**config.mk**
```make
export PLATFORM = sky130hd
export DESIGN_NAME = pipe_skid_stage
export DESIGN_NICKNAME = d
export VERILOG_FILES = /design/src/rtl/pipe_pkg.sv /design/src/rtl/pipe_skid_entry.sv /design/src/rtl/pipe_skid_stage.sv
export SDC_FILE = /design/constraint.sdc
export NUM_CORES = 1
export LEC_CHECK = 0
export BUFFER_PORTS_ARGS = -buffer_cell sky130_fd_sc_hd__buf_2
export CAP_MARGIN = 20
export CORE_MARGIN = 2
export CORE_UTILIZATION = 45
export CTS_BUF_LIST = sky130_fd_sc_hd__clkbuf_4 sky130_fd_sc_hd__clkbuf_8
export CTS_CLUSTER_DIAMETER = 120
export DETAILED_ROUTE_END_ITERATION = 16
export HOLD_SLACK_MARGIN = 0.15
export MAX_ROUTING_LAYER = met4
export PLACE_DENSITY = 0.79
export SLEW_MARGIN = 20
export SYNTH_ARGS = -nofsm -noshare
export SYNTH_HDL_FRONTEND = slang
export SYNTH_SLANG_ARGS = --single-unit
```
**constraint.sdc**
```tcl
create_clock -name clk -period 2.08 [get_ports clk]
set_clock_uncertainty 0.05 [all_clocks]
set_input_delay 0.104 -clock clk [delete_from_list [all_inputs] [get_ports clk]]
set_output_delay 0.104 -clock clk [all_outputs]
set_load 0.05 [all_outputs]
```
**src/rtl/pipe_pkg.sv**
```systemverilog
// Shared types and defaults for the elastic pipeline-stage register.
package pipe_pkg;

   typedef enum logic [1:0] {
      PS_EMPTY = 2'd0,
      PS_ONE   = 2'd1,
      PS_FULL  = 2'd2
   } pipe_state_e;

   localparam int unsigned PIPE_CNT_W_DEFAULT = 32;

endpackage

```
**src/rtl/pipe_skid_entry.sv**
```systemverilog
// One {ctrl,data} holding register; clearing kills ctrl only and leaves data untouched.
module pipe_skid_entry #(
   parameter int unsigned CTRL_W = 16,
   parameter int unsigned DATA_W = 128
) (
   input  logic              clk,
   input  logic              rst_n,
   input  logic              load_i,
   input  logic              clr_ctrl_i,
   input  logic [CTRL_W-1:0] ctrl_i,
   input  logic [DATA_W-1:0] data_i,
   output logic [CTRL_W-1:0] ctrl_o,
   output logic [DATA_W-1:0] data_o
);

   logic [CTRL_W-1:0] ctrl_q;
   logic [DATA_W-1:0] data_q;

   always_ff @(posedge clk) begin
      if (!rst_n) begin
         ctrl_q <= '0;
         data_q <= '0;
      end else begin
         if (clr_ctrl_i) begin
            ctrl_q <= '0;
         end else if (load_i) begin
            ctrl_q <= ctrl_i;
         end
         if (load_i && !clr_ctrl_i) begin
            data_q <= data_i;
         end
      end
   end

   assign ctrl_o = ctrl_q;
   assign data_o = data_q;

endmodule

```
**src/rtl/pipe_skid_stage.sv**
```systemverilog
// Elastic pipeline-stage register with a 2-entry skid buffer and valid/ready flow control.
// Optional saturating stall/flush counters are built when PIPE_SKID_STATS_EN is defined.
module pipe_skid_stage
   import pipe_pkg::*;
#(
   parameter int unsigned CTRL_W = 16,
   parameter int unsigned DATA_W = 128
`ifdef PIPE_SKID_STATS_EN
   ,
   parameter int unsigned CNT_W  = PIPE_CNT_W_DEFAULT
`endif
) (
   input  logic              clk,
   input  logic              rst_n,
   input  logic              flush,
   input  logic              in_valid,
   output logic              in_ready,
   input  logic [CTRL_W-1:0] in_ctrl,
   input  logic [DATA_W-1:0] in_data,
   output logic              out_valid,
   input  logic              out_ready,
   output logic [CTRL_W-1:0] out_ctrl,
   output logic [DATA_W-1:0] out_data
`ifdef PIPE_SKID_STATS_EN
   ,
   output logic [CNT_W-1:0]  stall_cnt,
   output logic [CNT_W-1:0]  flush_cnt
`endif
);

   pipe_state_e       state_q, state_d;
   logic              in_fire, out_fire;
   logic              main_load, main_from_skid, skid_load, clr_ctrl;
   logic [CTRL_W-1:0] main_ctrl, skid_ctrl, main_ctrl_in;
   logic [DATA_W-1:0] main_data, skid_data, main_data_in;

   assign in_ready  = (state_q != PS_FULL) && !flush;
   assign out_valid = (state_q != PS_EMPTY);
   assign in_fire   = in_valid && in_ready;
   assign out_fire  = out_valid && out_ready;

   always_ff @(posedge clk) begin
      if (!rst_n) begin
         state_q <= PS_EMPTY;
      end else begin
         state_q <= state_d;
      end
   end

   // Flush overrides the handshake; a head consumed under flush needs no extra action.
   always_comb begin
      state_d        = state_q;
      main_load      = 1'b0;
      main_from_skid = 1'b0;
      skid_load      = 1'b0;
      clr_ctrl       = 1'b0;
      if (flush) begin
         state_d  = PS_EMPTY;
         clr_ctrl = 1'b1;
      end else begin
         unique case (state_q)
            PS_EMPTY: begin
               if (in_fire) begin
                  main_load = 1'b1;
                  state_d   = PS_ONE;
               end
            end
            PS_ONE: begin
               if (out_fire && in_fire) begin
                  main_load = 1'b1;
               end else if (out_fire) begin
                  state_d = PS_EMPTY;
               end else if (in_fire) begin
                  skid_load = 1'b1;
                  state_d   = PS_FULL;
               end
            end
            PS_FULL: begin
               if (out_fire) begin
                  main_load      = 1'b1;
                  main_from_skid = 1'b1;
                  state_d        = PS_ONE;
               end
            end
            default: state_d = PS_EMPTY;
         endcase
      end
   end

   assign main_ctrl_in = main_from_skid ? skid_ctrl : in_ctrl;
   assign main_data_in = main_from_skid ? skid_data : in_data;

   pipe_skid_entry #(.CTRL_W(CTRL_W), .DATA_W(DATA_W)) u_main (
      .clk        (clk),
      .rst_n      (rst_n),
      .load_i     (main_load),
      .clr_ctrl_i (clr_ctrl),
      .ctrl_i     (main_ctrl_in),
      .data_i     (main_data_in),
      .ctrl_o     (main_ctrl),
      .data_o     (main_data)
   );

   pipe_skid_entry #(.CTRL_W(CTRL_W), .DATA_W(DATA_W)) u_skid (
      .clk        (clk),
      .rst_n      (rst_n),
      .load_i     (skid_load),
      .clr_ctrl_i (clr_ctrl),
      .ctrl_i     (in_ctrl),
      .data_i     (in_data),
      .ctrl_o     (skid_ctrl),
      .data_o     (skid_data)
   );

   assign out_ctrl = out_valid ? main_ctrl : '0;
   assign out_data = main_data;

`ifdef PIPE_SKID_STATS_EN
   logic [CNT_W-1:0] stall_q, stall_d;
   logic [CNT_W-1:0] flush_q, flush_d;

   // Saturating event counters, cleared only by reset.
   always_comb begin
      stall_d = stall_q;
      flush_d = flush_q;
      if (out_valid && !out_ready && (stall_q != '1)) begin
         stall_d = stall_q + CNT_W'(1);
      end
      if (flush && (flush_q != '1)) begin
         flush_d = flush_q + CNT_W'(1);
      end
   end

   always_ff @(posedge clk) begin
      if (!rst_n) begin
         stall_q <= '0;
         flush_q <= '0;
      end else begin
         stall_q <= stall_d;
         flush_q <= flush_d;
      end
   end

   assign stall_cnt = stall_q;
   assign flush_cnt = flush_q;
`endif

endmodule

```
# Yosys cells after proc, flatten, opt, wreduce, memory -nomap -nowiden
# Index checks and enable logic that the tools add are counted.
word_totals:
  reg_bits: 290
  input_bits: 149
  out_inout_bits: 146
  wordCells: 47
classes:
  eq_ne: 7
  muxes: 21
  bitwise_logic: 1
  reduce_logical: 13
ops:
  columns: ["operator", "n"]
  rows:
  - ["2-to-1 mux 128 bit", 1]
  - ["2-to-1 mux 16 bit", 2]
  - ["2-to-1 mux 1 bit", 11]
  - ["2-to-1 mux 2 bit", 5]
  - ["!= test 2 bit (second input constant)", 4]
  - ["logical AND 1 bit", 6]
  - ["case mux 2 bit (3 select lines)", 1]
  - ["AND reduction 4 bit", 1]
  - ["OR reduction 2 bit", 2]
  - ["!= test 3 bit (second input constant)", 1]
  - ["case mux 1 bit (3 select lines)", 1]
  - ["== test 2 x 1 -> 1 bit (second input constant)", 1]
  - ["== test 2 bit (second input constant)", 1]
  - ["logical NOT 1 bit", 2]
  - ["logical NOT 2 bit", 1]
  - ["nonzero test 2 bit", 1]
  - ["NOT 1 bit", 1]

# Longest topological paths before layout
# Gate-level depths: netlist of run 1.
depth:
  depth_word: 9
  mapped_depth: 8
  mapped_depth_nobuf: 4

# Hierarchy
# A second synthesis of run 1 with hierarchy kept.
hier_totals:
  hier_cells: 1413
  hier_area_um2: 13885.8
modules_own_cells:
  columns: ["mod", "n_inst", "cells_each", "area_per_inst_um2", "seq_area_each_um2"]
  rows:
  - ["pipe_skid_entry", 2, 609, 5791.8, 2882.8]
  - ["pipe_skid_stage", 1, 195, 2302.2, 40.0]

# Worst setup path before layout of run 1
# No wires, ideal clock.
synth_path:
  path_type: "reg2reg"
  from: "reg state_q[1]"
  to: "reg u_main.data_q[94], in the netlist u_main.data_o[94]"
  setup_time_ns: 0.161
  arrival_ns: 1.461
  required_ns: 1.869
  slack_ns: 0.408
  path_stages_with_launch: 8
  path_buffers: 3
  period_less_slack_ns: 1.672
  cell_sequence: "dfxtp_1 -> buf_2 -> nor2b_1 -> nand2_1 -> a21oi_2 -> buf_2 -> buf_2 -> a221oi_1"
synth_between:
  elab_chain_len: 8
  word_cells_on_any_way: 18
  classes_between: "eq/ne (3); mux (8); reduce/logical (7)"
synth_lines:
  columns: ["element", "line_no", "text"]
  rows:
  - ["from (decl)", "pipe_skid_stage.sv:31", "pipe_state_e state_q, state_d;"]
  - ["from (signal assigned)", "pipe_skid_stage.sv:46", "state_q <= state_d;"]
  - ["!= test 2 bit", "pipe_skid_stage.sv:37", "assign in_ready = (state_q != PS_FULL) && !flush;"]
  - ["logical AND 1 bit", "pipe_skid_stage.sv:37", null]
  - ["logical AND 1 bit", "pipe_skid_stage.sv:39", "assign in_fire = in_valid && in_ready;"]
  - ["logical AND 1 bit", "pipe_skid_stage.sv:69", "if (out_fire && in_fire) begin"]
  - ["2-to-1 mux 1 bit", "pipe_skid_stage.sv:69", null]
  - ["case mux 1 bit (3 select lines)", "pipe_skid_stage.sv:61", "unique case (state_q)"]
  - ["2-to-1 mux 1 bit", "pipe_skid_stage.sv:57", "if (flush) begin"]
  - ["logical AND 1 bit", "pipe_skid_entry.sv:29", "if (load_i && !clr_ctrl_i) begin"]
  - ["to (signal assigned)", "pipe_skid_entry.sv:30", "data_q <= data_i;"]
  - ["to (decl)", "pipe_skid_entry.sv:17", "logic [DATA_W-1:0] data_q;"]
# Several ways; a longest one is shown, not always the timed one.
# A chain may end at the register's enable or synchronous reset.

# Worst setup path in the final report of run 1
layout_path:
  from: "reg state_q[1]"
  to: "reg u_skid.data_q[104], in the netlist u_skid.data_o[104]"
layout_between:
  elab_chain_len: 9
  word_cells_on_any_way: 13
  classes_between: "eq/ne (2); mux (5); reduce/logical (6)"
layout_lines:
  columns: ["element", "line_no", "text"]
  rows:
  - ["!= test 2 bit", "pipe_skid_stage.sv:37", null]
  - ["logical AND 1 bit", "pipe_skid_stage.sv:37", null]
  - ["logical AND 1 bit", "pipe_skid_stage.sv:39", null]
  - ["2-to-1 mux 1 bit", "pipe_skid_stage.sv:73", "end else if (in_fire) begin"]
  - ["2-to-1 mux 1 bit", "pipe_skid_stage.sv:71", "end else if (out_fire) begin"]
  - ["2-to-1 mux 1 bit", "pipe_skid_stage.sv:69", null]
  - ["2-to-1 mux 1 bit *", "pipe_skid_stage.sv:61", null]
  - ["2-to-1 mux 1 bit *", "pipe_skid_stage.sv:57", null]
  - ["logical AND 1 bit *", "pipe_skid_entry.sv:29", null]
  - ["to (signal assigned)", "pipe_skid_entry.sv:30", null]
  - ["to (decl)", "pipe_skid_entry.sv:17", null]
# Every way passes the cells marked *; elsewhere a longest branch is shown, timed or not.

==> results by group, run 1 <==
Timing
  – Setup violators final: 0
  – Clock period minus worst slack: 1943 ps
  – Period utilization: 93.41%
  – Relative max-transition margin: 51.09%
  – Final Hold Viols: 0
  – Setup_tns: 0 ps
  – Max Fclk: 514.7 MHz
  – Fin. max-slew vios: 0
  – Slew at the pin with the worst max-slew slack: 733.7 ps
  – RSZ-0062 raised after global routing: no

Yosys
  – Syn Inst Count: 1322
  – Yosys top cell area share: 47.62%
  – Share of async-settable or async-resettable flops after synthesis: 0%
  – Post-Syn Area: 12190 um^2
  – Avg Inst Size Synth: 9.222 um^2
  – Seq/Total Area, Yosys: 47.62%
  – Cell taking the most area after synthesis: dfxtp_1
  – Commonest cells post-synth: dfxtp_1 (290), nand2_1 (290), a21oi_1 (147), nor2_1 (147), mux2i_1 (144)
  – Yosys warns: 0
  – Post-synth EDFFs: 0
  – #FFs+latches synth: 290
  – Syn_nets: 1471
  – Largest cells by area after synthesis: dfxtp_1 (48%), mux2i_1 (12%), a221oi_2 (9.2%)
  – Post-synth top flop: dfxtp_1
  – Yosys cell types: 24

Floorplanning
  – # rows: 60
  – I/O pin total: 295
  – CORE AREA: 26800 um^2
  – Die ar.: 28430 um^2
  – Die width: 168.6 um
  – Die Ht: 168.6 um
  – Initial core utilization: 45.49%

CTS
  – CTS sink cnt: 290
  – H-tree Lvls: 2
  – Reg clk slew, reported paths: 60 ps
  – CTS Buffer Depth: 3
  – Clock Tree Root: clkbuf_8
  – CTS Buf Count: 50
  – CTS tree: yes
  – Worst-Skew Late Latency: 550 ps

Place
  – Area post-placement: 14190 um^2
  – Dpl hpwl: 20420 um
  – Number of port buffers: 294
  – Placed cell count: 1879
  – Final GP Congestion: 0.8021

Worst setup path
  – CP required: 2510 ps
  – Critical path arrival: 2380 ps
  – Critical path class: reg2reg
  – Reg2reg path depth: 7
  – Crit path max fanout: 15
  – Worst Setup End Kind: flip-flop
  – Worst setup SP type: flip-flop

Detailed routing
  – Drt drc: 0
  – Vias per cell: 5.579
  – Vias: 12020
  – Wire length per cell: 17.75 um
  – Pre-antenna DRT Iters: 5
  – Drt total wl: 38230 um
  – Routed Antenna Nets: 0
  – DR iter-0 viols: 845

Global route
  – Largest net degree at the start of global routing: 146
  – First-pass GRT wire length: 60620 um
  – GR Overflow Total: 0
  – All-Layer GR Usage: 26.52%
  – Initial antenna violation count: 2
  – Vias in the first global route: 12450

Power and ir drop
  – Gate power share: 15.3%
  – NetSw: 3.752 mW
  – Clk pwr share: 41.2%
  – Leak: 6.370 nW
  – Pint: 9.781 mW
  – PD cells: 789.2 nW/um^2
  – Sw frac: 27.73%
  – Overall Power: 13.53 mW
  – Sequential share of power: 43.5%
  – Peak VDD IR: 580.5 uV

Cells and area
  – Area grow syn2layout: 40.65%
  – Nets: 1921
  – FILL cells: 1939
  – Final instance area: 17150 um^2
  – Cell Count, Final, Fillers Out: 2154
  – Layout cells sized above 1: 28.82%

Job
  – Max Cap Viol: 0

Worst hold path
  – Hold Crit Class: in2reg
  – Hold path depth: 4

Outcome
  – Status: finished clean
## state kept, by name (all words and copies together), names as in the netlist
signal,flops
u_main.data_o,128
u_main.ctrl_o,16
u_skid.ctrl_o,16
u_skid.data_o,128
state_q,2
## worst paths after layout
path                     start            endpoint  slack, ps
max reg2reg         state_q[1]  u_skid.data_o[104]        140
min reg2reg  u_skid.data_o[22]   u_skid.data_o[22]        400
max                 state_q[1]  u_skid.data_o[104]        140
min                in_ctrl[10]   u_skid.ctrl_o[10]        300
## power by group through the flow
| stage | Combinational [mW] | Sequential [mW] | Clock (mW) |
|---|---|---|---|
| floorplan | 0.631 | 6.58 | 0 |
| global placement | 1.76 | 5.99 | 0 |
| detailed placement | 1.79 | 5.99 | 0 |
| CTS | 2.03 | 5.88 | 5.65 |
| global route | 2.18 | 5.90 | 5.91 |
| finish | 2.08 | 5.89 | 5.57 |
## repair_timing
item	in CTS	in global routing
hold buffers	179	0
endpoints found under the hold margin	290	0
gates resized for setup	0	3
setup endpoints to repair	0	32
buffers inserted	0	2
## critical path, stage by stage (launching register included)
cell,delay [ps]
dfxtp_2,370
nand2b_4,160
nor3_4,160
buf_4,180
clkbuf_16,200
nand2_1,60
dlygate4sd3_1,550
a21oi_1,140
## cells by family after synthesis
logic type,share of synthesized area [%]
muxes,11.82
and+or+nand+nor,14.90
buffers and inverters,5.224
AOI/OAI and AO/OA,20.43
DFF,47.62
## cells in the final DEF, fill, tap and decap left out, drive strengths merged, types with 2 or more instances in the layout
cell,instances
buf,346
dlygate4sd3,179
a21oi,148
dfxtp,290
clkinv,2
a221oi,144
inv,3
mux2i,144
nor2b,17
clkbuf,90
nand2,290
nand2b,3
nand3,2
diode,2
nor2,147
## through the flow
| step | hold slack (ps) | setup slack [ps] | util [%] |
|---|---|---|---|
| global placement | 305.2 | 245.7 | 52.95 |
| global route | 288.4 | 50.00 | 63.98 |
| finish | 300.6 | 137.1 | 63.98 |
| floorplan | 190.0 | 407.9 | - |
| CTS | 256.1 | 19.05 | 63.77 |
| detailed placement | 311.4 | 178.0 | 52.95 |
## routing by layer
metal	vias up	GRT usage, %	routed length (um)
li1	5555	-	-
met1	5781	28.07	14800
met2	541	46.75	19330
met3	140	5.962	2541
met4	0	13.16	1561
met5	-	-	0
## final cells by class
class / instances / area (um^2) / area share [%]
Inverter: 3 / 18.77 / 0.1094
Timing Repair Buffer: 526 / 3991 / 23.28
Antenna cell: 2 / 5.005 / 0.02919
Clock inverter: 2 / 10.01 / 0.05837
Tap cell: 341 / 426.7 / 2.488
Multi-Input combinational cell: 901 / 5789 / 33.76
Clock buffer: 89 / 1100 / 6.414
Sequential cell: 290 / 5807 / 33.86
No activity file was read; power rests on OpenSTA's default activity.
==> inputs of run 2 (changes only) <==
GPL_TIMING_DRIVEN = 0   (was default)
PLACE_DENSITY = 0.78   (was 0.79)
SYNTH_HIERARCHICAL = 1   (was default)
==> results by group, run 2 <==
Worst setup path
  – CP peak stage delay: 390 ps (-160 ps)
  – Reg-to-Reg End: u_skid/data_o[56]
  – Cell mode on critical path: buf_12
  – Worst setup SP type: flip-flop
  – Critical path arrival: 2460 ps (+80 ps)
  – CP required: 2500 ps (about the same)
  – CP Cell Sequence: or2b_1 -> nor3b_2 -> buf_6 -> nor2b_4 -> buf_12 -> buf_12 -> mux2i_1
  – Crit path max fanout: 10 (-5)
  – Reg2reg path depth: 7 (unchanged)
  – Slowest CP cell: dfxtp_4
  – Critical path class: reg2reg
  – Critical R2R Launch: state_q[0]
  – Worst setup startpoint: state_q[0]
  – Worst Setup End Kind: flip-flop
  – Reg2Reg Setup Slack: 40 ps (-100 ps)

Floorplanning
  – Initial core utilization: 45.51% (about the same)
  – # rows: 64 (+6.7%)
  – Die width: 179.7 um (+6.6%)
  – Die ar.: 32280 um^2 (+14%)
  – Die Ht: 179.7 um (+6.6%)
  – I/O pin total: 295 (unchanged)
  – CORE AREA: 30510 um^2 (+14%)

Detailed routing
  – DR iter-0 viols: 462 (-45%)
  – Vias: 11660 (-3.0%)
  – Wire length per cell: 16.52 um (-7.0%)
  – Vias per cell: 4.933 (-12%)
  – Drt total wl: 39040 um (+2.1%)
  – Routed Antenna Nets: 0 (unchanged)
  – Pre-antenna DRT Iters: 5 (unchanged)
  – Drt drc: 0 (unchanged)

Yosys
  – Commonest cells post-synth: nand2_1 (513), dfxtp_1 (290), mux2i_1 (288), mux2_2 (84), mux2_4 (60)
  – Avg Inst Size Synth: 9.827 um^2 (+6.6%)
  – #FFs+latches synth: 290 (unchanged)
  – Largest cells by area after synthesis: dfxtp_1 (42%), mux2i_1 (21%), nand2_1 (14%)
  – Share of async-settable or async-resettable flops after synthesis: 0% (unchanged)
  – Seq/Total Area, Yosys: 41.81% (-5.8 points)
  – Post-Syn Area: 13890 um^2 (+14%)
  – Cell taking the most area after synthesis: dfxtp_1
  – Post-synth top flop: dfxtp_1
  – Yosys cell types: 23 (-4.2%)
  – Syn_nets: 1562 (+6.2%)
  – Post-synth EDFFs: 0 (unchanged)
  – Yosys warns: 6 (+6)
  – Yosys top cell area share: 41.81% (-5.8 points)
  – Top-count cell post-synth: nand2_1
  – Syn Inst Count: 1413 (+6.9%)

Timing
  – Fin. max-slew vios: 0 (unchanged)
  – Max Fclk: 490.0 MHz (-4.8%)
  – Hold slack: 299.1 ps (-1.534 ps)
  – Period utilization: 98.11% (+4.7 points)
  – Final Hold Viols: 0 (unchanged)
  – Slew at the pin with the worst max-slew slack: 525.8 ps (-207.9 ps)
  – Relative max-transition margin: 64.95% (+14 points)
  – RSZ-0062 raised after global routing: yes
  – Setup violators final: 0 (unchanged)
  – Worst setup margin: 39.29 ps (-97.82 ps)
  – Clock period minus worst slack: 2041 ps (+97.82 ps)

Power and ir drop
  – Clk pwr share: 43.3% (+2.1 points)
  – Pint: 9.732 mW (-0.50%)
  – Peak VDD IR: 481.6 uV (-17%)
  – Sequential share of power: 43.6% (about the same)
  – Overall Power: 13.11 mW (-3.2%)
  – Gate power share: 13.0% (-2.3 points)
  – NetSw: 3.374 mW (-10%)
  – Sw frac: 25.74% (-2.0 points)
  – PD cells: 698.4 nW/um^2 (-12%)
  – Leak: 7.838 nW (+23%)

Worst hold path
  – Hold Crit Class: in2reg
  – Hold path depth: 4 (unchanged)
  – Worst Hold Endpoint: u_skid/data_o[97]
  – HP Start: in_data[97]

CTS
  – CTS tree: yes
  – CTS Buffer Depth: 3 (unchanged)
  – Worst-Skew Late Latency: 570 ps (+20 ps)
  – H-tree Lvls: 2 (unchanged)
  – Clock Tree Root: clkbuf_8
  – CTS Buf Count: 49 (-2.0%)
  – CTS sink cnt: 290 (unchanged)
  – Reg clk slew, reported paths: 60 ps (about the same)

Global route
  – Vias in the first global route: 12450 (unchanged)
  – GR Overflow Total: 0 (unchanged)
  – Largest net degree at the start of global routing: 13 (-91%)
  – Initial antenna violation count: 3 (+1)
  – All-Layer GR Usage: 23.85% (-2.7 points)
  – First-pass GRT wire length: 62030 um (+2.3%)

Cells and area
  – Commonest non-fill, non-tap cell in the layout: nand2_1
  – Final instance area: 18770 um^2 (+9.4%)
  – Cell Count, Final, Fillers Out: 2364 (+9.7%)
  – Layout cells sized above 1: 32.01% (+3.2 points)
  – Nets: 2075 (+8.0%)
  – Leading cell types in the layout, fill and taps excluded: nand2_1 (513), buf_2 (326), dfxtp_1 (288), mux2i_1 (284), dlygate4sd3_1 (159)
  – Area grow syn2layout: 35.14%

Place
  – Dpl hpwl: 25300 um (+24%)
  – Post-Place Worst Slack: 17.57 ps (-160.4 ps)
  – Final GP Congestion: 0.8658 (+7.9%)
  – Area post-placement: 15850 um^2 (+12%)
  – Number of port buffers: 294 (unchanged)
  – Placed cell count: 2103 (+12%)

Outcome
  – Status: finished clean

Job
  – Max Cap Viol: 0 (unchanged)
## run 2: cell types whose count changed after synthesis, moves of 33 or more
cell	change
nor2_1	-113
clkbuf_1	-40
a221oi_2	-75
mux2i_1	+144
buf_12	+33
mux2_2	+84
mux2_4	+60
a21oi_1	-145
nand2_1	+223
a221oi_1	-69
## run 2: cell families (layout without fill, tap and decap cells)
kind of cell	after synthesis	after routing	synth area share [%]
other	0	3	0
multiplexers	432	432	34.06
AO/OA/AOI/OAI	3	3	0.1172
AND/OR/NAND/NOR	576	576	16.29
buffers and inverters	112	664	7.722
flip-flops	290	290	41.81
## run 2: worst max-delay path: cells and delay by family (launching register included)
kind | cells | cell delay [ps]
muxes | 1 | 230
DFF | 1 | 390
buffers and inverters | 3 | 520
and+or+nand+nor | 3 | 740
## run 2: worst max-delay path by stage
stage	slack (ps)	cells past startpoint	endpoint
6_report	40	7	u_skid/data_o[56]
2_1_floorplan	260	7	u_skid/data_o[107]
3_3_place_gp	90	7	u_skid/data_o[48]
5_1_grt	-30	7	u_skid/data_o[8]
4_1_cts	7	4	out_ctrl[7]
3_5_place_dp	20	7	u_skid/data_o[56]
## run 2: final cells by class
type | instances | area [um^2]
fillers | 2349 | 11740
multi-input cells | 1011 | 7047
flip-flops and latches | 290 | 5811
repair buffers | 462 | 3218
plain buffers | 111 | 1079
clock buffers | 78 | 967.2
well taps | 396 | 495.5
clock inverters | 12 | 137.6
diodes | 3 | 7.507
inverters | 1 | 3.754
## run 2: through the flow
| step | setup TNS (ps) | utilization, % |
|---|---|---|
| final | 0 | 61.51 |
| after CTS | 0 | 60.91 |
| after global placement | 0 | 51.96 |
| after global routing | -222.9 | 61.51 |
| after floorplan | 0 | - |
| after detailed placement | 0 | 51.96 |
## run 2: what timing repair did
action,CTS,global route
gates cloned,0,4
setup endpoints to repair,16,54
gates resized for setup,3,13
hold endpoints to repair,290,0
buffers inserted,0,4
hold buffers,162,0
## run 2: power by group through the flow
stage               clock, mW  sequential (mW)  combinational (mW)
floorplan                   0             6.13               0.684
global placement            0             5.83                1.40
CTS                      5.78             5.72                1.67
detailed placement          0             5.84                1.43
global route             6.06             5.73                1.82
finish                   5.68             5.72                1.71
## run 2: per-layer routing
| metal | share of wire, % | track usage [%] | routed length, um |
|---|---|---|---|
| met1 | 41 | 26.48 | 16060 |
| met4 | 4.5 | 11.22 | 1754 |
| met2 | 50 | 41.43 | 19380 |
| met5 | 0 | - | 0 |
| met3 | 4.7 | 4.275 | 1847 |
